File: src/rtl/pci_image_xlat_regs.sv
// PCI image register file with one-cycle address decode/translate pipeline
// and transaction error capture.
module pci_image_xlat_regs #(
  parameter int unsigned NUM_IMG  = 6,
  parameter int unsigned AM_LSB   = 12,
  parameter logic [11:0] ERR_BASE = 12'h160
) (
  input  logic        wb_clk_i,
  input  logic        wb_rst_ni,
  input  logic        reg_req_i,
  input  logic        reg_we_i,
  input  logic [11:0] reg_addr_i,
  input  logic [31:0] reg_wdata_i,
  input  logic [3:0]  reg_be_i,
  output logic        reg_ack_o,
  output logic        reg_err_o,
  output logic [31:0] reg_rdata_o,
  input  logic        xl_valid_i,
  input  logic [31:0] xl_addr_i,
  output logic        xl_valid_o,
  output logic        xl_hit_o,
  output logic [2:0]  xl_img_o,
  output logic [31:0] xl_addr_o,
  input  logic        err_log_i,
  input  logic [31:0] err_addr_i,
  input  logic [31:0] err_data_i,
  output logic        err_pend_o
);

  localparam int unsigned DW = 32;
  localparam int unsigned WW = 10;
  localparam int unsigned IW = 3;
  localparam logic [DW-1:0] IMPL_MASK  = {DW{1'b1}} << AM_LSB;
  localparam logic [WW-1:0] W_ERR_CS   = ERR_BASE[11:2];
  localparam logic [WW-1:0] W_ERR_ADDR = W_ERR_CS + WW'(1);
  localparam logic [WW-1:0] W_ERR_DATA = W_ERR_CS + WW'(2);

  typedef enum logic {S_IDLE = 1'b0, S_ACK = 1'b1} state_t;

  function automatic logic [DW-1:0] be_merge(input logic [DW-1:0] old_v,
                                             input logic [DW-1:0] new_v,
                                             input logic [3:0]    be);
    logic [DW-1:0] res;
    for (int b = 0; b < 4; b++) res[8*b +: 8] = be[b] ? new_v[8*b +: 8] : old_v[8*b +: 8];
    return res;
  endfunction

  function automatic logic is_err_word(input logic [WW-1:0] w);
    return (w == W_ERR_CS) || (w == W_ERR_ADDR) || (w == W_ERR_DATA);
  endfunction

  // Word address w selects image n (error registers take precedence on overlap)
  function automatic logic img_sel(input logic [WW-1:0] w, input int n);
    return (w[9:6] == 4'h1) && (w[5:2] == 4'(n)) && !is_err_word(w);
  endfunction

  state_t           r_state, w_state_nxt;
  logic             w_accept, w_commit;
  logic [WW-1:0]    w_req_w;
  logic [DW-1:0]    w_rdata;
  logic             w_unmapped;

  logic             r_ack, r_reg_err, r_we, r_unmapped;
  logic [WW-1:0]    r_addr;
  logic [DW-1:0]    r_wdata, r_rdata;
  logic [3:0]       r_be;

  logic [2:0]       r_ctrl [NUM_IMG];
  logic [DW-1:0]    r_ba   [NUM_IMG];
  logic [DW-1:0]    r_am   [NUM_IMG];
  logic [DW-1:0]    r_ta   [NUM_IMG];

  logic             r_err_valid, r_err_ovf;
  logic [DW-1:0]    r_err_addr, r_err_data;
  logic             w_cs_wr, w_clr_valid, w_clr_ovf, w_valid_eff;

  logic             w_hit;
  logic [IW-1:0]    w_img;
  logic [DW-1:0]    w_xaddr;
  logic             r_xl_valid, r_xl_hit;
  logic [IW-1:0]    r_xl_img;
  logic [DW-1:0]    r_xl_addr;

  logic             w_unused;

  assign w_req_w  = reg_addr_i[11:2];
  assign w_unused = ^reg_addr_i[1:0];

  // Access FSM state register
  always_ff @(posedge wb_clk_i or negedge wb_rst_ni) begin
    if (!wb_rst_ni) r_state <= S_IDLE;
    else            r_state <= w_state_nxt;
  end

  // Access FSM: accept in IDLE, complete (and commit writes) in ACK
  always_comb begin
    w_state_nxt = r_state;
    w_accept    = 1'b0;
    w_commit    = 1'b0;
    case (r_state)
      S_IDLE: begin
        if (reg_req_i) begin
          w_state_nxt = S_ACK;
          w_accept    = 1'b1;
        end
      end
      S_ACK: begin
        w_state_nxt = S_IDLE;
        w_commit    = r_we && !r_unmapped;
      end
      default: w_state_nxt = S_IDLE;
    endcase
  end

  // Read mux and address decode for the presented request
  always_comb begin
    w_rdata    = '0;
    w_unmapped = 1'b1;
    if (w_req_w == W_ERR_CS) begin
      w_rdata    = {30'd0, r_err_ovf, r_err_valid};
      w_unmapped = 1'b0;
    end else if (w_req_w == W_ERR_ADDR) begin
      w_rdata    = r_err_addr;
      w_unmapped = 1'b0;
    end else if (w_req_w == W_ERR_DATA) begin
      w_rdata    = r_err_data;
      w_unmapped = 1'b0;
    end else begin
      for (int n = 0; n < NUM_IMG; n++) begin
        if (img_sel(w_req_w, n)) begin
          w_unmapped = 1'b0;
          case (w_req_w[1:0])
            2'd0:    w_rdata = {29'd0, r_ctrl[n]};
            2'd1:    w_rdata = r_ba[n];
            2'd2:    w_rdata = r_am[n];
            default: w_rdata = r_ta[n];
          endcase
        end
      end
    end
  end

  // Latch the accepted request and produce the registered response
  always_ff @(posedge wb_clk_i or negedge wb_rst_ni) begin
    if (!wb_rst_ni) begin
      r_ack      <= 1'b0;
      r_reg_err  <= 1'b0;
      r_rdata    <= '0;
      r_we       <= 1'b0;
      r_unmapped <= 1'b0;
      r_addr     <= '0;
      r_wdata    <= '0;
      r_be       <= '0;
    end else begin
      r_ack     <= w_accept;
      r_reg_err <= w_accept && w_unmapped;
      if (w_accept) begin
        r_rdata    <= w_rdata;
        r_we       <= reg_we_i;
        r_unmapped <= w_unmapped;
        r_addr     <= w_req_w;
        r_wdata    <= reg_wdata_i;
        r_be       <= reg_be_i;
      end
    end
  end

  // Image registers, written on the ACK cycle with byte merge
  always_ff @(posedge wb_clk_i or negedge wb_rst_ni) begin
    if (!wb_rst_ni) begin
      for (int n = 0; n < NUM_IMG; n++) begin
        r_ctrl[n] <= '0;
        r_ba[n]   <= '0;
        r_am[n]   <= '0;
        r_ta[n]   <= '0;
      end
    end else begin
      for (int n = 0; n < NUM_IMG; n++) begin
        if (w_commit && img_sel(r_addr, n)) begin
          case (r_addr[1:0])
            2'd0:    r_ctrl[n] <= 3'(be_merge({29'd0, r_ctrl[n]}, r_wdata, r_be));
            2'd1:    r_ba[n]   <= be_merge(r_ba[n], r_wdata, r_be) & IMPL_MASK;
            2'd2:    r_am[n]   <= be_merge(r_am[n], r_wdata, r_be) & IMPL_MASK;
            default: r_ta[n]   <= be_merge(r_ta[n], r_wdata, r_be) & IMPL_MASK;
          endcase
        end
      end
    end
  end

  // Clear-before-capture: a W1C and a new error in the same cycle keep the new error
  assign w_cs_wr     = w_commit && (r_addr == W_ERR_CS) && r_be[0];
  assign w_clr_valid = w_cs_wr && r_wdata[0];
  assign w_clr_ovf   = w_cs_wr && r_wdata[1];
  assign w_valid_eff = r_err_valid && !w_clr_valid;

  // Error capture with sticky overflow
  always_ff @(posedge wb_clk_i or negedge wb_rst_ni) begin
    if (!wb_rst_ni) begin
      r_err_valid <= 1'b0;
      r_err_ovf   <= 1'b0;
      r_err_addr  <= '0;
      r_err_data  <= '0;
    end else begin
      r_err_valid <= w_valid_eff || err_log_i;
      r_err_ovf   <= (r_err_ovf && !w_clr_ovf) || (err_log_i && w_valid_eff);
      if (err_log_i && !w_valid_eff) begin
        r_err_addr <= err_addr_i;
        r_err_data <= err_data_i;
      end
    end
  end

  // Image match with lowest-index priority and optional translation
  always_comb begin
    w_hit   = 1'b0;
    w_img   = '0;
    w_xaddr = xl_addr_i;
    for (int n = 0; n < NUM_IMG; n++) begin
      if (!w_hit && r_ctrl[n][0] && (r_am[n] != '0) &&
          (((xl_addr_i ^ r_ba[n]) & r_am[n]) == '0)) begin
        w_hit = 1'b1;
        w_img = IW'(n);
        if (r_ctrl[n][1]) w_xaddr = (xl_addr_i & ~r_am[n]) | (r_ta[n] & r_am[n]);
      end
    end
  end

  // Translation result register; results hold while no address is presented
  always_ff @(posedge wb_clk_i or negedge wb_rst_ni) begin
    if (!wb_rst_ni) begin
      r_xl_valid <= 1'b0;
      r_xl_hit   <= 1'b0;
      r_xl_img   <= '0;
      r_xl_addr  <= '0;
    end else begin
      r_xl_valid <= xl_valid_i;
      if (xl_valid_i) begin
        r_xl_hit  <= w_hit;
        r_xl_img  <= w_img;
        r_xl_addr <= w_xaddr;
      end
    end
  end

  assign reg_ack_o   = r_ack;
  assign reg_err_o   = r_reg_err;
  assign reg_rdata_o = r_rdata;
  assign xl_valid_o  = r_xl_valid;
  assign xl_hit_o    = r_xl_hit;
  assign xl_img_o    = r_xl_img;
  assign xl_addr_o   = r_xl_addr;
  assign err_pend_o  = r_err_valid;

endmodule

File: config.mk
export PLATFORM = sky130hd
export DESIGN_NAME = pci_image_xlat_regs
export DESIGN_NICKNAME = d
export VERILOG_FILES = /design/src/rtl/pci_image_xlat_regs.sv
export SDC_FILE = /design/constraint.sdc
export NUM_CORES = 1
export LEC_CHECK = 0
export BUFFER_PORTS_ARGS = -buffer_cell sky130_fd_sc_hd__buf_4
export CAP_MARGIN = 15
export CORE_AREA = 2 2 235 237
export CTS_CLUSTER_DIAMETER = 200
export DETAILED_ROUTE_END_ITERATION = 6
export DIE_AREA = 0 0 237 239
export MAX_ROUTING_LAYER = met4
export PLACE_DENSITY = 0.86
export SLEW_MARGIN = 15
export SYNTH_ARGS = -nofsm -noshare
export SYNTH_HDL_FRONTEND = slang
export SYNTH_SLANG_ARGS = --single-unit
File: constraint.sdc
create_clock -name wb_clk_i -period 2.6 [get_ports wb_clk_i]
set_input_delay 0.52 -clock wb_clk_i [delete_from_list [all_inputs] [get_ports wb_clk_i]]
set_output_delay 0.52 -clock wb_clk_i [all_outputs]
set_load 0.02 [all_outputs]
==> Word level (Yosys, flattened, before mapping) <==
Cells that the tools add are included.
{ "totals": {"register_bits": 564, "inputBits": 150} }
{ "classes": {"n_eq_ne": 22, "mux": 51, "n_bitwise": 38, "reduce_logical": 151} }
{ "ops": {"columns": ["operator", "count"], "rows": [
  ["32-bit 2-to-1 mux", 21],
  ["32-bit bitwise AND", 18],
  ["32-bit one-hot mux with 3 select lines", 6],
  ["32-bit zero test", 6],
  ["32-bit NOT", 6],
  ["32-bit OR", 6],
  ["32-bit nonzero test", 6],
  ["32-bit bitwise XOR", 6],
  ["3-bit AND reduction", 60],
  ["10-bit by 7-bit equality test with 1-bit output (second input constant)", 6],
  ["1-bit logical AND", 57],
  ["1-bit 2-to-1 mux", 19],
  ["4-bit by 1-bit equality test with 1-bit output (second input constant)", 4],
  ["4-bit by 2-bit equality test with 1-bit output (second input constant)", 4],
  ["4-bit by 3-bit equality test with 1-bit output (second input constant)", 4],
  ["3-bit 2-to-1 mux", 4],
  ["1-bit zero test", 11],
  ["4-bit zero test", 2],
  ["1-bit logical OR", 6],
  ["2-bit by 1-bit equality test with 1-bit output (second input constant)", 2],
  ["2-bit equality test (second input constant)", 2],
  ["2-bit zero test", 2],
  ["3-bit OR reduction", 1],
  ["1-bit NOT", 2],
  ["1-bit one-hot mux with 2 select lines", 1]
]} }

==> Depth between registers and ports, before layout <==
Gate-level depths: netlist (run 1).
{ "depth": {"ltp_word": 30, "depth_mapped": 12, "depth_no_buf": 8} }

==> Least setup slack after synthesis (run 1) <==
OpenSTA, ideal clock, no wires.
{ "synth_path": {"path_kind": "input to register", "startpoint": "input port xl_addr_i[27]", "endpoint": "register r_xl_addr[20], in the netlist xl_addr_o[20]", "setup_time_ns": 0.127, "arrival_time_ns": 2.672, "path_slack_ns": -0.198, "cell_stages": 11, "path_buffers": 3, "path_cell_list": "buf_6 -> xor2_1 -> a222oi_1 -> nand3_1 -> or4_1 -> buf_2 -> buf_6 -> a2111oi_2 -> a211oi_1 -> o31ai_1 -> a21oi_1"} }
{ "synth_via": {"elab_chain_len": 30, "word_cells_on_any_way": 55} }
{ "synth_rtl": {"columns": ["item", "line", "rtl"], "rows": [
  ["from (decl)", "19", "input logic [31:0] xl_addr_i,"],
  ["32-bit bitwise XOR", "221", "(((xl_addr_i ^ r_ba[n]) & r_am[n]) == '0)) begin"],
  ["32-bit bitwise AND", "221", null],
  ["32-bit zero test", "221", null],
  ["1-bit logical AND", "220", "if (!w_hit && r_ctrl[n][0] && (r_am[n] != '0) &&"],
  ["1-bit 2-to-1 mux", "220", null],
  ["1-bit zero test", "220", null],
  ["1-bit logical AND (3 in a row)", "220", null],
  ["1-bit 2-to-1 mux", "220", null],
  ["[... 6 more ...]", null, null],
  ["1-bit logical AND (3 in a row)", "220", null],
  ["1-bit 2-to-1 mux", "220", null],
  ["1-bit zero test", "220", null],
  ["1-bit logical AND (3 in a row)", "220", null],
  ["1-bit 2-to-1 mux", "220", null],
  ["1-bit zero test", "220", null],
  ["1-bit logical AND (3 in a row)", "220", null],
  ["32-bit 2-to-1 mux *", "220", null],
  ["to (signal assigned)", "241", "r_xl_addr <= w_xaddr;"],
  ["to (decl)", "82", "logic [DW-1:0] r_xl_addr;"]
]} }
Every way passes the cells marked *; elsewhere a longest branch is shown, timed or not.
A chain may end at the register's enable or synchronous reset.

==> Worst setup path in the final report (run 1) <==
{ "layout_path": {"startpoint": "register r_ba[155] (netlist name)", "endpoint": "register r_xl_addr[28], in the netlist xl_addr_o[28]"} }
{ "layout_via": {"elab_chain_len": 25, "word_cells_on_any_way": 33} }
{ "layout_rtl": {"columns": ["item", "line", "rtl"], "rows": [
  ["from (decl)", "69", "logic [DW-1:0] r_ba [NUM_IMG];"],
  ["from (signal, indexed assignment)", "182", "2'd1: r_ba[n] <= be_merge(r_ba[n], r_wdata, r_be) & IMPL_MASK;"],
  ["32-bit bitwise XOR *", "221", null],
  ["32-bit bitwise AND *", "221", null],
  ["32-bit zero test *", "221", null],
  ["1-bit logical AND *", "220", null],
  ["1-bit 2-to-1 mux", "220", null],
  ["1-bit zero test", "220", null],
  ["1-bit logical AND (3 in a row)", "220", null],
  ["1-bit 2-to-1 mux", "220", null],
  ["1-bit zero test", "220", null],
  ["1-bit logical AND (3 in a row)", "220", null],
  ["1-bit 2-to-1 mux", "220", null],
  ["1-bit zero test", "220", null],
  ["1-bit logical AND (3 in a row)", "220", null],
  ["1-bit 2-to-1 mux", "220", null],
  ["1-bit zero test", "220", null],
  ["1-bit logical AND (3 in a row)", "220", null],
  ["32-bit 2-to-1 mux *", "220", null]
]} }
Marks and branches as above.

==> results.json, run 1 <==
{
  "remaining_drc_errors": 2,
  "worstMarginPinSlew_ns": 1.22,
  "vias": 27400,
  "clkSlewWorstSetupHoldPaths_ns": 0.07,
  "first_global_vias": 27200,
  "drt-initial-drc-count": 3672,
  "grt_max_degree": 106,
  "vias_per_cell": 6.84,
  "post-route-min-period_ns": 3.28,
  "synthDistinctLibCells": 70,
  "rows": 86,
  "grt.total_usage_pct": 45.7,
  "slew_viol_final": 0,
  "synth_top_cell_by_area": "dfrtp_1",
  "holdWs_ns": 0.0311,
  "synth.area.top_cells": "dfrtp_1 47%, mux2_2 23%, xor2_1 3.6%, a22oi_1 3.0%, nand2_1 2.4%",
  "timing.final.ws_setup_ns": -0.682,
  "drt_pass1_iterations": 7,
  "cts_buffer_depth": 3,
  "crit_path_max_incr_delay_ns": 0.54,
  "layout-drive-gt1-share_pct": 49.7,
  "cts_sinks": 554,
  "cpMostUsedCell": "buf_4",
  "syn-num-nets": 2733,
  "synth_ff_type": "dfrtp_1",
  "start_kind": "register",
  "cp-startpoint": "r_ba[155]",
  "portBuffers": 210,
  "cts_root_buf": "clkbuf_16",
  "fp.dieW_um": 237,
  "nets": 3402,
  "hold_viol_final": 0,
  "clock_latency_ns": 0.68,
  "violations": "design-rule violations, negative setup slack",
  "place_congestion": 1.10,
  "cp.required_ns": 3.16,
  "synthCells": 2583,
  "endpoint_kind": "register",
  "wl_per_cell_um": 31.7,
  "synth_top_cell_area_share_pct": 46.9,
  "cts_tree": "yes",
  "ioPinCount": 222,
  "rsz0062_at_grt": "true",
  "fp.dieH_um": 239,
  "finalSetupViolCount": 24,
  "outcome": "complete, but fails checks",
  "maxCapViolations": 0,
  "dieArea_sq_um": 56600,
  "final_common_cell": "buf_4",
  "holdCritStartpoint": "reg_wdata_i[13]",
  "synth-seq-cells": 554,
  "maxSlewHeadroom_pct": 18.3,
  "path_max_fanout": 2,
  "syn_to_final_growth_pct": 33.0,
  "critPathKind": "reg2reg",
  "async_flop_share_pct": 100,
  "avgSynthCellArea_sq_um": 11.4,
  "crit-reg2reg-launch": "r_ba[155]",
  "synth_edf_count": 0,
  "fmax_mhz": 305,
  "syn_area_sq_um": 29500,
  "overflow": 0,
  "p_per_area_nw_per_um2": 526,
  "ir_drop_mv": 0.708,
  "h-tree-depth": 2,
  "core_sq_um": 54300,
  "grt_pass1_wl_um": 184000,
  "antenna_left": 0,
  "start_util_pct": 54.4,
  "tns_ns": -12.01,
  "synth_seq_area_share_pct": 46.9,
  "leakage_nw": 18.8,
  "period_share_pct": 126,
  "fin_skew_ns": 0.0380,
  "antenna_found_initial": 4,
  "drt-total-wl_um": 127000,
  "cts_made_buffers": 60,
  "cpMaxStageDelayCell": "a222oi_1",
  "dp.final_hpwl_um": 93900,
  "arrival_ns": 3.84,
  "path_cells": "xor2_2, a222oi_1, nand3_1, or4_4, buf_4, buf_4, buf_6, a2111oi_4, a211oi_2, o31ai_2, buf_4, a21oi_1",
  "hold_class": "in2reg",
  "ys_warn_count": 0,
  "mostFrequentLayoutCells": "741 x buf_4, 604 x mux2_2, 551 x dfrtp_1"
}
[cell families (layout without fill, tap and decap cells)]
| kind of cell | Yosys count | after routing | synth area share, % |
|---|---|---|---|
| compound gates | 526 | 526 | 13.4 |
| buf+inv | 216 | 933 | 3.05 |
| simple gates | 516 | 516 | 8.30 |
| other cells | 0 | 3 | 0 |
| mux | 651 | 651 | 24.7 |
| xor+xnor | 120 | 120 | 3.56 |
| flops | 554 | 554 | 46.9 |
[worst paths after layout]
check | slack [ns] | end | depth (start not counted)
worst max-delay path | -0.68 | xl_addr_o[28] | 12
worst min-delay path | 0.03 | r_wdata[13] | 3
worst max register to register | -0.68 | xl_addr_o[28] | 12
worst min register to register | 0.49 | r_addr[6] | 2
max in group asynchronous | 1.26 | r_ba[172] | 3
min in group asynchronous | 0.35 | r_ba[52] | 2
[critical path: cells and delay by family (launching register included)]
kind	cells	cell delay, ns
simple gates	2	0.75
xor+xnor	1	0.18
compound gates	5	1.27
flops	1	0.42
buf+inv	4	0.56
[per-stage QoR]
stage	cell area [sq um]	cells	util, %	worst slack (ns)	power [mW]
after floorplan	29800	2583	-	-0.106	10.0
after global placement	36000	3857	66.2	-0.917	11.4
after detailed placement	36000	3857	66.2	-0.968	11.4
after CTS	38700	3988	71.2	-0.448	20.6
after global routing	39300	4007	72.3	-0.708	21.1
final	39300	4007	72.3	-0.682	20.7
[power breakdown]
| part | switching (mW) | total, mW | internal, mW |
|---|---|---|---|
| Combinational | 1.26 | 2.08 | 0.829 |
| Clock | 3.83 | 9.27 | 5.44 |
| Sequential | 0.507 | 9.30 | 8.79 |
[repair_timing]
action,4_1_cts,5_1_grt
setup buffers,20,18
hold buffers,1,0
gates cloned,3,0
resized for setup,94,78
pin swaps,17,19
endpoints found under the hold margin,26,0
endpoints found under the setup margin,24,67
[registers in the layout (all words and copies together) (netlist names)]
name / cells
err_pend_o: 1
r_addr: 10
r_am: 120
r_ba: 120
r_be: 4
r_ctrl: 18
r_err_addr: 32
r_err_data: 32
r_err_ovf: 1
r_ta: 120
r_unmapped: 1
r_wdata: 23
r_we: 1
reg_ack_o: 1
reg_err_o: 1
reg_rdata_o: 32
xl_addr_o: 32
xl_hit_o: 1
xl_img_o: 3
xl_valid_o: 1
[synth_stat cells, drive strengths merged (4+ instances only)]
master / number
or4: 5
a41oi: 14
a221o: 6
a32oi: 20
nand2: 192
nand3: 30
dfrtp: 554
a21oi: 69
a22o: 7
o21ai: 43
nor2: 137
nand4: 37
a222oi: 7
buf: 71
o32ai: 12
clkbuf: 132
mux2i: 44
inv: 13
mux2: 604
a211oi: 26
a2111oi: 20
o31ai: 25
nand2b: 4
nor3: 10
nor4: 47
or2: 4
and2: 14
a22oi: 119
o211ai: 9
o2111ai: 4
o41a: 5
o22ai: 29
a31oi: 6
a221oi: 79
xor2: 120
o31a: 9
nor2b: 23
[per-layer routing]
layer | GRT usage (%) | vias up | share of wire (%) | routed length (um)
met5 | - | - | 0 | 0
met4 | 22.9 | 0 | 6.4 | 8100
met3 | 11.6 | 479 | 11 | 14600
met2 | 66.2 | 2064 | 43 | 54700
met1 | 59.8 | 13800 | 39 | 49700
li1 | - | 11100 | - | -
[area by class of cell]
type,count,area [sq um]
clock inverter,28,424
inverter,13,48.8
fill,3774,15100
antenna,3,7.51
multi-input combinational,1813,15700
tap,704,881
timing repair buffer,810,6680
sequential,554,13900
clock buffer,82,1680
No activity file was read; power rests on OpenSTA's default activity.
==> run 2, diff against run 1 <==
--- a/config.mk
+++ b/config.mk
@@ -12,7 +12,7 @@
 export DETAILED_ROUTE_END_ITERATION = 6
 export DIE_AREA = 0 0 237 239
 export MAX_ROUTING_LAYER = met4
-export PLACE_DENSITY = 0.86
+export PLACE_DENSITY_LB_ADDON = 0.12
 export SLEW_MARGIN = 15
 export SYNTH_ARGS = -nofsm -noshare
 export SYNTH_HDL_FRONTEND = slang
==> results.json, run 2 (synthesis gave the netlist of run 1 again) <==
{
  "hold_class": "in2reg",
  "outcome": "complete, but fails checks",
  "antenna_found_initial": 3,
  "overflow": 0,
  "ff2ff_setup_slack_ns": -0.36,
  "clock_latency_ns": 0.66,
  "remaining_drc_errors": 0,
  "ir_drop_mv": 0.563,
  "clkSlewWorstSetupHoldPaths_ns": 0.07,
  "min_path_cells": 3,
  "start_kind": "register",
  "violations": "negative setup slack",
  "syn_to_final_growth_pct": 32.4,
  "cts_tree": "yes",
  "critPathKind": "reg2reg",
  "drt_pass1_iterations": 5,
  "rr_endpoint": "xl_addr_o[31]",
  "grt_max_degree": 81,
  "fillers": 3810,
  "largest_registers": "r_am x120, r_ba x120, r_ta x120",
  "leakage_nw": 18.5,
  "first_global_vias": 26600,
  "rows": 86,
  "grt_pass1_wl_um": 176000,
  "p_per_area_nw_per_um2": 525,
  "worstMarginPinSlew_ns": 1.24,
  "cpMaxStageDelayCell": "or4_4",
  "holdWs_ns": 0.0470,
  "start_util_pct": 54.4,
  "fp.dieH_um": 239,
  "drt-initial-drc-count": 2951,
  "post-route-min-period_ns": 2.96,
  "holdPathEnd": "r_wdata[27]",
  "cts_buffer_depth": 3,
  "dp_cells": 3807,
  "wl_per_cell_um": 31.0,
  "maxCapViolations": 0,
  "core_sq_um": 54300,
  "rsz0062_at_grt": "true",
  "reg2reg_depth": 11,
  "layout-drive-gt1-share_pct": 49.5,
  "path_max_fanout": 5,
  "antenna_left": 0,
  "drt-total-wl_um": 122000,
  "cts_root_buf": "clkbuf_16",
  "dieArea_sq_um": 56600,
  "final_cells": 3944,
  "final_common_cell": "buf_4",
  "crit_path_max_incr_delay_ns": 0.49,
  "cp.required_ns": 3.11,
  "hold_viol_final": 0,
  "crit-reg2reg-launch": "r_ba[155]",
  "maxSlewHeadroom_pct": 17.1,
  "fp.dieW_um": 237,
  "fmax_mhz": 337,
  "cts_made_buffers": 60,
  "fin_skew_ns": 0.0458,
  "place_congestion": 1.05,
  "arrival_ns": 3.47,
  "cpMostUsedCell": "buf_12",
  "tns_ns": -5.31,
  "holdCritStartpoint": "reg_wdata_i[27]",
  "ioPinCount": 222,
  "endpoint_kind": "register",
  "vias_per_cell": 6.67,
  "period_share_pct": 114,
  "path_cells": "xor2_4, a222oi_1, nand3_1, or4_4, buf_12, buf_12, a2111oi_4, a211oi_2, buf_4, o31ai_4, a21oi_1",
  "portBuffers": 210,
  "grt.total_usage_pct": 43.7,
  "vias": 26300,
  "post-place-ws_ns": -0.803,
  "mostFrequentLayoutCells": "682 x buf_4, 604 x mux2_2, 552 x dfrtp_1",
  "timing.final.ws_setup_ns": -0.364,
  "dp.final_hpwl_um": 90600,
  "nets": 3340,
  "slew_viol_final": 0,
  "cts_sinks": 554,
  "finalSetupViolCount": 20,
  "h-tree-depth": 2
}
[run 2: cell types whose count changed in the layout (fill, tap and decap cells not counted), moves of 7 or more]
cell	delta
buf_4	-59
buf_6	-11
nor2_1	-11
a32oi_2	-8
a211oi_1	-7
a32oi_1	+7
clkbuf_8	+7
[run 2: area by class of cell]
| type | instances | area, sq um | share of cell area (%) |
|---|---|---|---|
| multi-input cells | 1813 | 15900 | 40.7 |
| flip-flops and latches | 554 | 13900 | 35.4 |
| repair buffers | 748 | 6290 | 16.1 |
| clock buffers | 84 | 1760 | 4.50 |
| well taps | 704 | 881 | 2.25 |
| clock inverters | 25 | 338 | 0.863 |
| inverters | 13 | 48.8 | 0.125 |
| diodes | 3 | 7.51 | 0.0192 |
[run 2: timing repair]
| item | CTS | global route |
|---|---|---|
| endpoints found under the hold margin | 43 | 0 |
| hold buffers | 1 | 0 |
| pin swaps | 23 | 46 |
| endpoints found under the setup margin | 71 | 104 |
| cloned | 1 | 5 |
| buffers inserted | 8 | 13 |
| resized for setup | 78 | 122 |
[run 2: report_power, final]
group	switching (mW)	internal (mW)	leakage, nW
clock network	3.81	5.33	1.03
logic	1.31	0.829	9.92
registers	0.479	8.79	7.54
[run 2: routing by layer]
layer  track usage (%)  part of all wire [%]  vias to the layer above
met5                 -                     0                        -
met4              23.5                   6.6                        0
met3              9.58                   9.7                      415
met2              66.4                    46                     1584
met1              54.7                    38                    13400
li1                  -                     -                    10900
[run 2: worst max-delay path by stage]
stage	startpoint	endpoint	slack (ns)
floorplan	xl_addr_i[25]	xl_addr_o[27]	-0.11
global placement	xl_addr_i[23]	xl_addr_o[31]	-0.78
detailed placement	xl_addr_i[23]	xl_addr_o[19]	-0.80
CTS	r_ba[155]	xl_addr_o[16]	-0.27
global route	r_ba[155]	xl_addr_o[31]	-0.42
finish	r_ba[155]	xl_addr_o[31]	-0.36
[run 2: worst max-delay path: cells and delay by family, from the launching register on]
family | cells | cell delay [ns]
xor gates and xnor gates | 1 | 0.20
DFF | 1 | 0.44
buffers and inverters | 3 | 0.45
and+or+nand+nor | 2 | 0.73
AOI/OAI and AO/OA | 5 | 1.02
[run 2: stage by stage]
stage          total power, mW  util, %  area [sq um]
2_1_floorplan             10.0        -         29800
3_3_place_gp              11.3     65.5         35600
3_5_place_dp              11.4     65.5         35600
4_1_cts                   20.4     70.4         38200
5_1_grt                   21.0     72.0         39100
6_report                  20.5     72.0         39100
